`src/rtl/input_conditioner.sv`:
```
// Three independent switch/button conditioners: a two-flop synchronizer, a
// four-state debounce FSM and registered rise/fall pulses for each channel.
module input_conditioner #(
    parameter int DB_CYCLES = 250000,
    parameter int CNT_W     = 18
) (
    input  logic       clk,
    input  logic       rst_n,
    input  logic       A_IN,
    input  logic       B_IN,
    input  logic       C_IN,
    output logic       A_OUT,
    output logic       B_OUT,
    output logic       C_OUT,
    output logic       A_RISE,
    output logic       B_RISE,
    output logic       C_RISE,
    output logic       A_FALL,
    output logic       B_FALL,
    output logic       C_FALL,
    output logic [5:0] fsm_state
);

    typedef enum logic [1:0] {
        LOW     = 2'd0,
        TO_HIGH = 2'd1,
        HIGH    = 2'd2,
        TO_LOW  = 2'd3
    } state_t;

    localparam logic [CNT_W-1:0] CNT_MAX = CNT_W'(DB_CYCLES - 1);

    logic [2:0] raw;
    logic [2:0] out_vec;
    logic [2:0] rise_vec;
    logic [2:0] fall_vec;

    assign raw = {C_IN, B_IN, A_IN};

    for (genvar i = 0; i < 3; i++) begin : g_ch
        logic           meta;
        logic           sync;
        state_t         state_q;
        state_t         state_d;
        logic [CNT_W-1:0] cnt_q;
        logic [CNT_W-1:0] cnt_d;
        logic           out_q;
        logic           out_d;
        logic           rise_q;
        logic           rise_d;
        logic           fall_q;
        logic           fall_d;

        always_ff @(posedge clk) begin
            if (!rst_n) begin
                meta    <= 1'b0;
                sync    <= 1'b0;
                state_q <= LOW;
                cnt_q   <= '0;
                out_q   <= 1'b0;
                rise_q  <= 1'b0;
                fall_q  <= 1'b0;
            end else begin
                meta    <= raw[i];
                sync    <= meta;
                state_q <= state_d;
                cnt_q   <= cnt_d;
                out_q   <= out_d;
                rise_q  <= rise_d;
                fall_q  <= fall_d;
            end
        end

        // The counter only runs in the two transitional states and is reset
        // on every exit, so it stays within 0..DB_CYCLES-1.
        always_comb begin
            state_d = state_q;
            cnt_d   = cnt_q;
            rise_d  = 1'b0;
            fall_d  = 1'b0;
            case (state_q)
                LOW: begin
                    if (sync) begin
                        state_d = TO_HIGH;
                        cnt_d   = CNT_W'(1);
                    end else begin
                        cnt_d = '0;
                    end
                end
                TO_HIGH: begin
                    if (!sync) begin
                        state_d = LOW;
                        cnt_d   = '0;
                    end else if (cnt_q == CNT_MAX) begin
                        state_d = HIGH;
                        cnt_d   = '0;
                        rise_d  = 1'b1;
                    end else begin
                        cnt_d = cnt_q + CNT_W'(1);
                    end
                end
                HIGH: begin
                    if (!sync) begin
                        state_d = TO_LOW;
                        cnt_d   = CNT_W'(1);
                    end else begin
                        cnt_d = '0;
                    end
                end
                TO_LOW: begin
                    if (sync) begin
                        state_d = HIGH;
                        cnt_d   = '0;
                    end else if (cnt_q == CNT_MAX) begin
                        state_d = LOW;
                        cnt_d   = '0;
                        fall_d  = 1'b1;
                    end else begin
                        cnt_d = cnt_q + CNT_W'(1);
                    end
                end
                default: begin
                    state_d = LOW;
                    cnt_d   = '0;
                end
            endcase
            out_d = (state_d == HIGH) || (state_d == TO_LOW);
        end

        assign out_vec[i]          = out_q;
        assign rise_vec[i]         = rise_q;
        assign fall_vec[i]         = fall_q;
        assign fsm_state[2*i +: 2] = state_q;
    end

    assign A_OUT  = out_vec[0];
    assign B_OUT  = out_vec[1];
    assign C_OUT  = out_vec[2];
    assign A_RISE = rise_vec[0];
    assign B_RISE = rise_vec[1];
    assign C_RISE = rise_vec[2];
    assign A_FALL = fall_vec[0];
    assign B_FALL = fall_vec[1];
    assign C_FALL = fall_vec[2];

endmodule
```
`config.mk`:
```
export PLATFORM = sky130hd
export DESIGN_NAME = input_conditioner
export DESIGN_NICKNAME = d
export VERILOG_FILES = /design/src/rtl/input_conditioner.sv
export SDC_FILE = /design/constraint.sdc
export NUM_CORES = 1
export LEC_CHECK = 0
export CAP_MARGIN = 5
export CORE_UTILIZATION = 60
export DETAILED_ROUTE_END_ITERATION = 8
export HOLD_SLACK_MARGIN = 0.15
export PLACE_DENSITY = 0.78
export SYNTH_ARGS = -nofsm -noshare
export SYNTH_HDL_FRONTEND = slang
export SYNTH_SLANG_ARGS = --single-unit
```
`constraint.sdc`:
```
create_clock -name clk -period 4 [get_ports clk]
set_clock_uncertainty 0.2 [all_clocks]
set_input_delay 0.8 -clock clk [delete_from_list [all_inputs] [get_ports clk]]
set_output_delay 0.8 -clock clk [all_outputs]
set_load 0.01 [all_outputs]
```
## After elaboration in Yosys (flattened, before gate mapping)

Cells that the tools add are included.
Widths: inputs -> output; s select.

- Register bits: 75
- Output and inout port bits: 15

- Add/subtract/negate cells: 3
- Eq/ne operators: 18
- Muxes and demuxes: 42
- Bitwise logic cells: 4
- Reduce and logical (&&, ||, !) cells: 12

Operators with widths:

| kind | number |
|---|---|
| $pmux 18 s4 | 3 |
| $mux 18 | 9 |
| $add 18x1->18 const B | 3 |
| $eq 18x18->1 const B | 3 |
| $mux 2 | 18 |
| $eq 2x2->1 const B | 12 |
| $pmux 2 s4 | 3 |
| $mux 1 | 9 |
| $reduce_and 3->1 | 3 |
| $reduce_or 3->1 | 3 |
| $eq 2x1->1 const B | 3 |
| $logic_not 2->1 | 3 |
| $not 1->1 | 4 |
| $logic_or 1x1->1 | 3 |

## Longest topological paths before layout

Gate-level depths: netlist of run 1.

- Depth after elaboration: 6
- Mapped depth: 7

## Least setup slack after synthesis of run 1

Ideal clock, no wire load.

- Path type: register -> register
- From: reg g_ch[0].cnt_q[0]
- To: reg g_ch[0].out_q, in the netlist A_OUT
- Setup time: 0.070 ns
- Data arrival time: 1.735 ns
- Data required time: 3.730 ns
- Slack: 1.996 ns
- Cell stages (with the launch flop): 6
- Path buffers: 0
- Cell sequence: dfxtp_1 -> ha_1 -> nand3_2 -> or4_4 -> or4_1 -> a21oi_1

- Longest elaborated chain between the ends: 6
- Elaborated cells between the ends (all ways): 9
- Those cells by class: eq/ne: 3; mux: 5; reduce/logical: 1

Ends and longest elaborated chain:

| element | RTL line | RTL |
|---|---|---|
| start, declared | 45 | `logic [CNT_W-1:0] cnt_q;` |
| start signal, assigned | 67 | `cnt_q <= cnt_d;` |
| $eq 18x18->1 (*) | 94, 114 |  |
| $mux 2 (on tied branches) | 114, 94 |  |
| $mux 2 (on tied branches) | 111, 91 |  |
| $pmux 2 s4 (*) | 81 | `case (state_q)` |
| $eq 2x2->1 | 127 | `out_d = (state_d == HIGH) \|\| (state_d == TO_LOW);` |
| $logic_or 1x1->1 (*) | 127 |  |
| end signal, assigned | 68 | `out_q <= out_d;` |
| end, declared | 47 | `logic out_q;` |

Every way passes the cells marked *; elsewhere a longest branch is shown, timed or not.
A chain may end at the register's enable or synchronous reset.

## Final worst setup path of run 1

- From: reg g_ch[1].cnt_q[0]
- To: reg g_ch[1].cnt_q[11]

- Longest elaborated chain between the ends: 4
- Elaborated cells between the ends (all ways): 6
- Those cells by class: add/sub: 1; eq/ne: 1; mux: 4

Ends and longest elaborated chain:

| element | RTL line |
|---|---|
| start, declared | 45 |
| start signal, assigned | 67 |
| $add 18x1->18 or $eq 18x18->1 (tied branches) | n/a |
| $mux 18 (*) | 94, 114 |
| $mux 18 (on tied branches) | 111, 91 |
| $pmux 18 s4 (*) | 81 |

Marked as above.

==> results of run 1 <==
[critical path, delay by kind of cell, from the launching register on]
family | cells | cell delay, ns
AO/OA/AOI/OAI | 1 | 0.87
AND/OR/NAND/NOR | 3 | 0.55
flip-flops | 1 | 0.38
adder cells (fa/ha/maj) | 1 | 0.22
[metal layers]
layer  up-vias  wire length (um)
li1       1316                 -
met1      1190              2890
met2        40              2780
met3        12               160
met4         0               146
met5         -                 0
[final cells by class]
class,instances,area share (%)
inverters,16,1.63
repair buffers,20,5.37
well taps,70,2.38
flip-flops and latches,75,40.8
clock buffers,10,3.74
clock inverters,6,3.02
multi-input cells,259,43.1
[registers in the layout (all words and copies together) (netlist names)]
name / flops
A_FALL: 1
B_FALL: 1
g_ch.meta: 3
C_RISE: 1
B_OUT: 1
C_OUT: 1
g_ch.sync: 3
g_ch.cnt_q: 54
g_ch.state_q: 6
C_FALL: 1
A_OUT: 1
B_RISE: 1
A_RISE: 1
[stage by stage]
step           power [mW]  setup slack, ns  cell area [um^2]
4_1_cts              1.49             1.59              3680
6_report             1.49             1.62              3680
3_5_place_dp        0.787             1.39              3430
5_1_grt              1.53             1.41              3680
2_1_floorplan       0.779             2.00              3180
3_3_place_gp        0.786             1.45              3430
[Yosys cell counts, types with 12 or more instances]
cell	count	area, um^2
dfxtp_1	75	1500
nor2_1	46	173
xnor2_1	25	219
nand3_1	24	120
inv_1	16	60.1
nand2_1	16	60.1
a21oi_1	15	75.1
nand4_1	14	87.6
and3_1	13	81.3
nor4_1	13	81.3
xor2_1	12	105
[kinds of logic after synthesis]
logic type	after synthesis
AND/OR/NAND/NOR	179
flip-flops	75
AO/OA/AOI/OAI	38
XOR/XNOR	37
buffers and inverters	22
adder cells (fa/ha/maj)	3
multiplexers	2
[final timing paths]
kind / start / end / slack, ns / depth (start not counted)
worst min-delay path: g_ch[1].meta$_SDFF_PN0_ / g_ch[1].sync$_SDFF_PN0_ / 0.23 / 1
worst max register to register: g_ch[1].cnt_q[0]$_SDFF_PN0_ / g_ch[1].cnt_q[11]$_SDFF_PN0_ / 1.62 / 5
worst max-delay path: g_ch[1].cnt_q[0]$_SDFF_PN0_ / g_ch[1].cnt_q[11]$_SDFF_PN0_ / 1.62 / 5
worst min register to register: g_ch[1].meta$_SDFF_PN0_ / g_ch[1].sync$_SDFF_PN0_ / 0.23 / 1
[power by group]
| group | switching, mW | total [mW] | internal [mW] | leakage [nW] |
|---|---|---|---|---|
| clock | 0.284 | 0.716 | 0.432 | 0.123 |
| sequential | 0.00304 | 0.753 | 0.750 | 0.606 |
| combinational | 0.00723 | 0.0160 | 0.00880 | 0.433 |
| total | 0.294 | 1.49 | 1.19 | 1.16 |
==> impl_metrics.toml, run 1 <==
[global_routing]
antenna_found_initial = 0
grt_overflow_total = 0
use_met2_pct = 38.2
busiest_layer = "met2"
grt_pass1_wl_um = 9980
use_met3_pct = 4.15
grt_max_degree = 21
gr-usage-all-layers_pct = 23.7
use_met1_pct = 29.6
grt_pass1_vias = 2296

[clock_tree]
htreeDepth = 3
post-cts-setup-buffers = 0
clock-sinks = 75
post_cts_resized = 0
cts_tree = "built"
worstSkewPairLatency_ns = 0.36
cts_hold_buf = 0
cts_made_buffers = 9
cts.reportedPaths.clkPinSlew_ns = 0.08
clock_path_buffers = 2
root_buffer = "clkbuf_8"

[placement]
place_hpwl_um = 4090
dpl.cell_count = 440
port-buffer-count = 19
place_congestion = 0.782

[final_layout]
stdcell_count = 456
layout_commonest_cell = "dfxtp_1"
layout-drive-gt1-share_pct = 6.48
diodes = 0
syn_to_final_growth_pct = 15.9
fin_util_pct = 72.1
multi_input_area_um2 = 1590
n_fill_cell = 422
seq_area_um2 = 1500
fin_nets = 389
most-common-layout-cells = "dfxtp_1, nor2_1, xnor2_1, nand3_1, clkdlybuf4s50_1"

[synth]
synthAdderAreaFrac_pct = 1.18
syn_inst = 356
yosys_register_bits = 75
synthMuxAreaShare_pct = 0.630
synth_flop_cell = "dfxtp_1"
synth-simple-area-share_pct = 30.7
synth.cell_area_um2 = 3180
synth_compound_area_share_pct = 7.24
async_flop_share_pct = 0
yosysUniqueCellTypes = 41
synth.yosys.warnings = 0
synth-edff-count = 0
synth_nets = 364
synth_xor_area_share_pct = 10.2
ys_seq_area_share_pct = 47.2
synth.avg_cell_area_um2 = 8.93
synth_top_family_by_area = "simple AND/OR/NAND/NOR gates"

[route]
drtAntennaViolNets = 0
vias = 2558
drt_iter0_markers = 127
viasPerCell = 5.61
drt-wirelength-per-cell_um = 13.1
drc_errors = 0
wl_um = 5970
drt_first_pass_iters = 4

[sta]
hold_violations = 0
fin_hold_ws_ns = 0.231
worstMarginPinSlew_ns = 1.09
tns_ns = 0
slew_headroom_pct = 27.5
max_freq_mhz = 420
fin_crit_sh_pct = 59.5
setup_viol = 0
final_max_slew_viol_count = 0
period_needed_ns = 2.38
rsz0062_at_grt = "no"

[floorplanning]
ios = 20
die_y_um = 74.8
core_um2 = 5110
die_area_um2 = 5590
num_rows = 26
initial_core_util_pct = 62.2
dieWidth_um = 74.8

[worst_setup_path]
cp_cell_sequence = "ha_1 > and3_1 > nand4_1 > o21bai_1 > nor2_1"
cpMaxStageDelayCell = "o21bai_1"
critPathKind = "register to register"
cp.arrival_ns = 2.38
critPathLaunchType = "register"
critPathMaxFanout = 16
required_ns = 4.00
crit_path_end_kind = "register"
max_stage_delay_ns = 0.87

[job]
maxCapViolCount = 0

[pwr]
vdd_drop_max_mv = 0.229
p_per_area_nw_per_um2 = 403
leakage_nw = 1.16

[outcome]
status = "finished clean"

[worst_hold_path]
hp-class = "register to register"
(Power assumes the default switching activity.)
==> inputs of run 2 (changes only) <==
--- a/config.mk
+++ b/config.mk
@@ -6,10 +6,10 @@
 export NUM_CORES = 1
 export LEC_CHECK = 0
 export CAP_MARGIN = 5
-export CORE_UTILIZATION = 60
+export CORE_UTILIZATION = 58
 export DETAILED_ROUTE_END_ITERATION = 8
 export HOLD_SLACK_MARGIN = 0.15
-export PLACE_DENSITY = 0.78
+export PLACE_DENSITY = 0.75
 export SYNTH_ARGS = -nofsm -noshare
 export SYNTH_HDL_FRONTEND = slang
 export SYNTH_SLANG_ARGS = --single-unit
==> constraint.sdc (replaced) <==
create_clock -name clk -period 2.28 [get_ports clk]
set_clock_uncertainty 0.2 [all_clocks]
set_input_delay 0.456 -clock clk [delete_from_list [all_inputs] [get_ports clk]]
set_output_delay 0.456 -clock clk [all_outputs]
set_load 0.01 [all_outputs]
==> run 2 against run 1 <==
  * Critical path type unchanged
  * Final cell count increased by 1.5%
  * Count of clock-buffer cells in the layout decreased by 1
  * Combinational power increased by 81%
  * Register-to-register slack got worse by 1.5 ns
  * Worst hold slack improved by 0.014 ns
==> impl_metrics.toml, run 2 (synthesis results as in run 1) <==
[outcome]
status = "finished clean"

[floorplanning]
die_area_um2 = 5780
dieWidth_um = 76.0
core_um2 = 5200
num_rows = 26
initial_core_util_pct = 61.1
die_y_um = 76.0
ios = 20

[pwr]
net-switching-power_mw = 0.524
p_sw_share_pct = 23.2
power.internal_mw = 1.73
power_frac_comb_pct = 1.3
vdd_drop_max_mv = 0.393
p_per_area_nw_per_um2 = 616
pwr-share-clk_pct = 40.2
leakage_nw = 1.16
power.sequential.fraction_pct = 58.6
power_mw = 2.26

[worst_setup_path]
r2r_slack_ns = 0.14
cp_top_family = "simple AND/OR/NAND/NOR gates"
regToRegStartpoint = "g_ch[0].cnt_q[0]$_SDFF_PN0_"
crit_path_end_kind = "register"
cp.buffers_inverters = 0
r2r_cells = 5
r2r-end = "A_OUT$_SDFF_PN0_"
cp_cell_sequence = "ha_1 > nand3_2 > or4_4 > or4_1 > a21oi_1"
required_ns = 2.35
crit_cells = 5
critPathMaxFanout = 6
critPathLaunchType = "register"
cp.arrival_ns = 2.21
cpMaxStageDelayCell = "or4_1"
max_stage_delay_ns = 0.50
critPathKind = "register to register"

[placement]
place_hpwl_um = 4140
port-buffer-count = 19
place_congestion = 0.792
dpl_cell_area_um2 = 3490
place_ws_ns = 0.158

[final_layout]
largest_register = "g_ch.cnt_q"
most-common-layout-cells = "dfxtp_1, nor2_1, xnor2_1, nand3_1, clkdlybuf4s50_1"
n_fill_cell = 430
syn_to_final_growth_pct = 15.3
largest_reg_flops = 54
stdcell_area_um2 = 3660
layout-drive-gt1-share_pct = 8.14
diodes = 0
fin_nets = 396
top_regs = "g_ch.cnt_q (54), g_ch.state_q (6)"
layout_commonest_cell = "dfxtp_1"

[clock_tree]
root_buffer = "clkbuf_8"
cts_hold_buf = 0
worstSkewPairLatency_ns = 0.34
clock_path_buffers = 2
htreeDepth = 3
post-cts-setup-buffers = 0
clock-sinks = 75
cts_made_buffers = 9
post_cts_resized = 0
cts_tree = "built"
cts.reportedPaths.clkPinSlew_ns = 0.08

[sta]
period_needed_ns = 2.14
final_max_slew_viol_count = 0
fin_ws_ns = 0.144
tns_ns = 0
fin_crit_sh_pct = 93.7
hold_violations = 0
rsz0062_at_grt = "no"
worstMarginPinSlew_ns = 0.528
slew_headroom_pct = 64.5
setup_viol = 0
max_freq_mhz = 468

[worst_hold_path]
min_path_cells = 1
hold-path-endpoint = "g_ch[2].sync$_SDFF_PN0_"
min_from = "g_ch[2].meta$_SDFF_PN0_"
hp-class = "register to register"

[route]
drtAntennaViolNets = 0
drt-wirelength-per-cell_um = 12.7
drt_iter0_markers = 73
drc_errors = 0
viasPerCell = 5.49
wl_um = 5890
drt_first_pass_iters = 4
vias = 2541

[global_routing]
grt_pass1_vias = 2400
grt_overflow_total = 0
grt_pass1_wl_um = 10300
antenna_found_initial = 0
gr-usage-all-layers_pct = 22.0
grt_max_degree = 20

[job]
maxCapViolCount = 0
[run 2: layout make-up]
type	count	area (um^2)	area share (%)
clock buffers	9	124	3.38
clock inverters	7	53.8	1.47
inverters	16	60.1	1.64
multi-input cells	259	1590	43.3
flip-flops and latches	75	1500	41.0
well taps	70	87.6	2.39
repair buffers	27	250	6.83
[run 2: metrics by stage]
| stage | utilization (%) | hold slack (ns) | instances |
|---|---|---|---|
| finish | 70.4 | 0.245 | 463 |
| global route | 70.4 | 0.260 | 463 |
| CTS | 70.4 | 0.246 | 463 |
| detailed placement | 67.0 | 0.220 | 447 |
| global placement | 67.0 | 0.218 | 447 |
| floorplan | - | 0.212 | 356 |
[run 2: power groups by stage]
stage | clock, mW | sequential (mW) | combinational (mW)
2_1_floorplan | 0 | 1.35 | 0.0145
3_3_place_gp | 0 | 1.35 | 0.0286
3_5_place_dp | 0 | 1.35 | 0.0288
4_1_cts | 0.930 | 1.32 | 0.0290
5_1_grt | 0.984 | 1.32 | 0.0330
6_report | 0.907 | 1.32 | 0.0290
[run 2: how the worst max path moves through the flow]
stage | start | to | slack [ns]
6_report | g_ch[0].cnt_q[0]$_SDFF_PN0_ | A_OUT$_SDFF_PN0_ | 0.14
5_1_grt | g_ch[0].cnt_q[0]$_SDFF_PN0_ | A_OUT$_SDFF_PN0_ | 0.05
4_1_cts | g_ch[0].cnt_q[0]$_SDFF_PN0_ | A_OUT$_SDFF_PN0_ | 0.14
3_5_place_dp | g_ch[0].cnt_q[0]$_SDFF_PN0_ | g_ch[0].state_q[1]$_SDFF_PN0_ | 0.16
3_3_place_gp | g_ch[0].cnt_q[0]$_SDFF_PN0_ | A_OUT$_SDFF_PN0_ | 0.22
2_1_floorplan | g_ch[0].cnt_q[0]$_SDFF_PN0_ | A_OUT$_SDFF_PN0_ | 0.28
[run 2: per-layer routing]
layer / up-vias / wire length (um) / global-route usage, %
met2: 35 / 2780 / 36.7
li1: 1329 / - / -
met1: 1166 / 2860 / 26.7
met4: 0 / 116 / 12.5
met3: 11 / 138 / 3.83
met5: - / 0 / 0
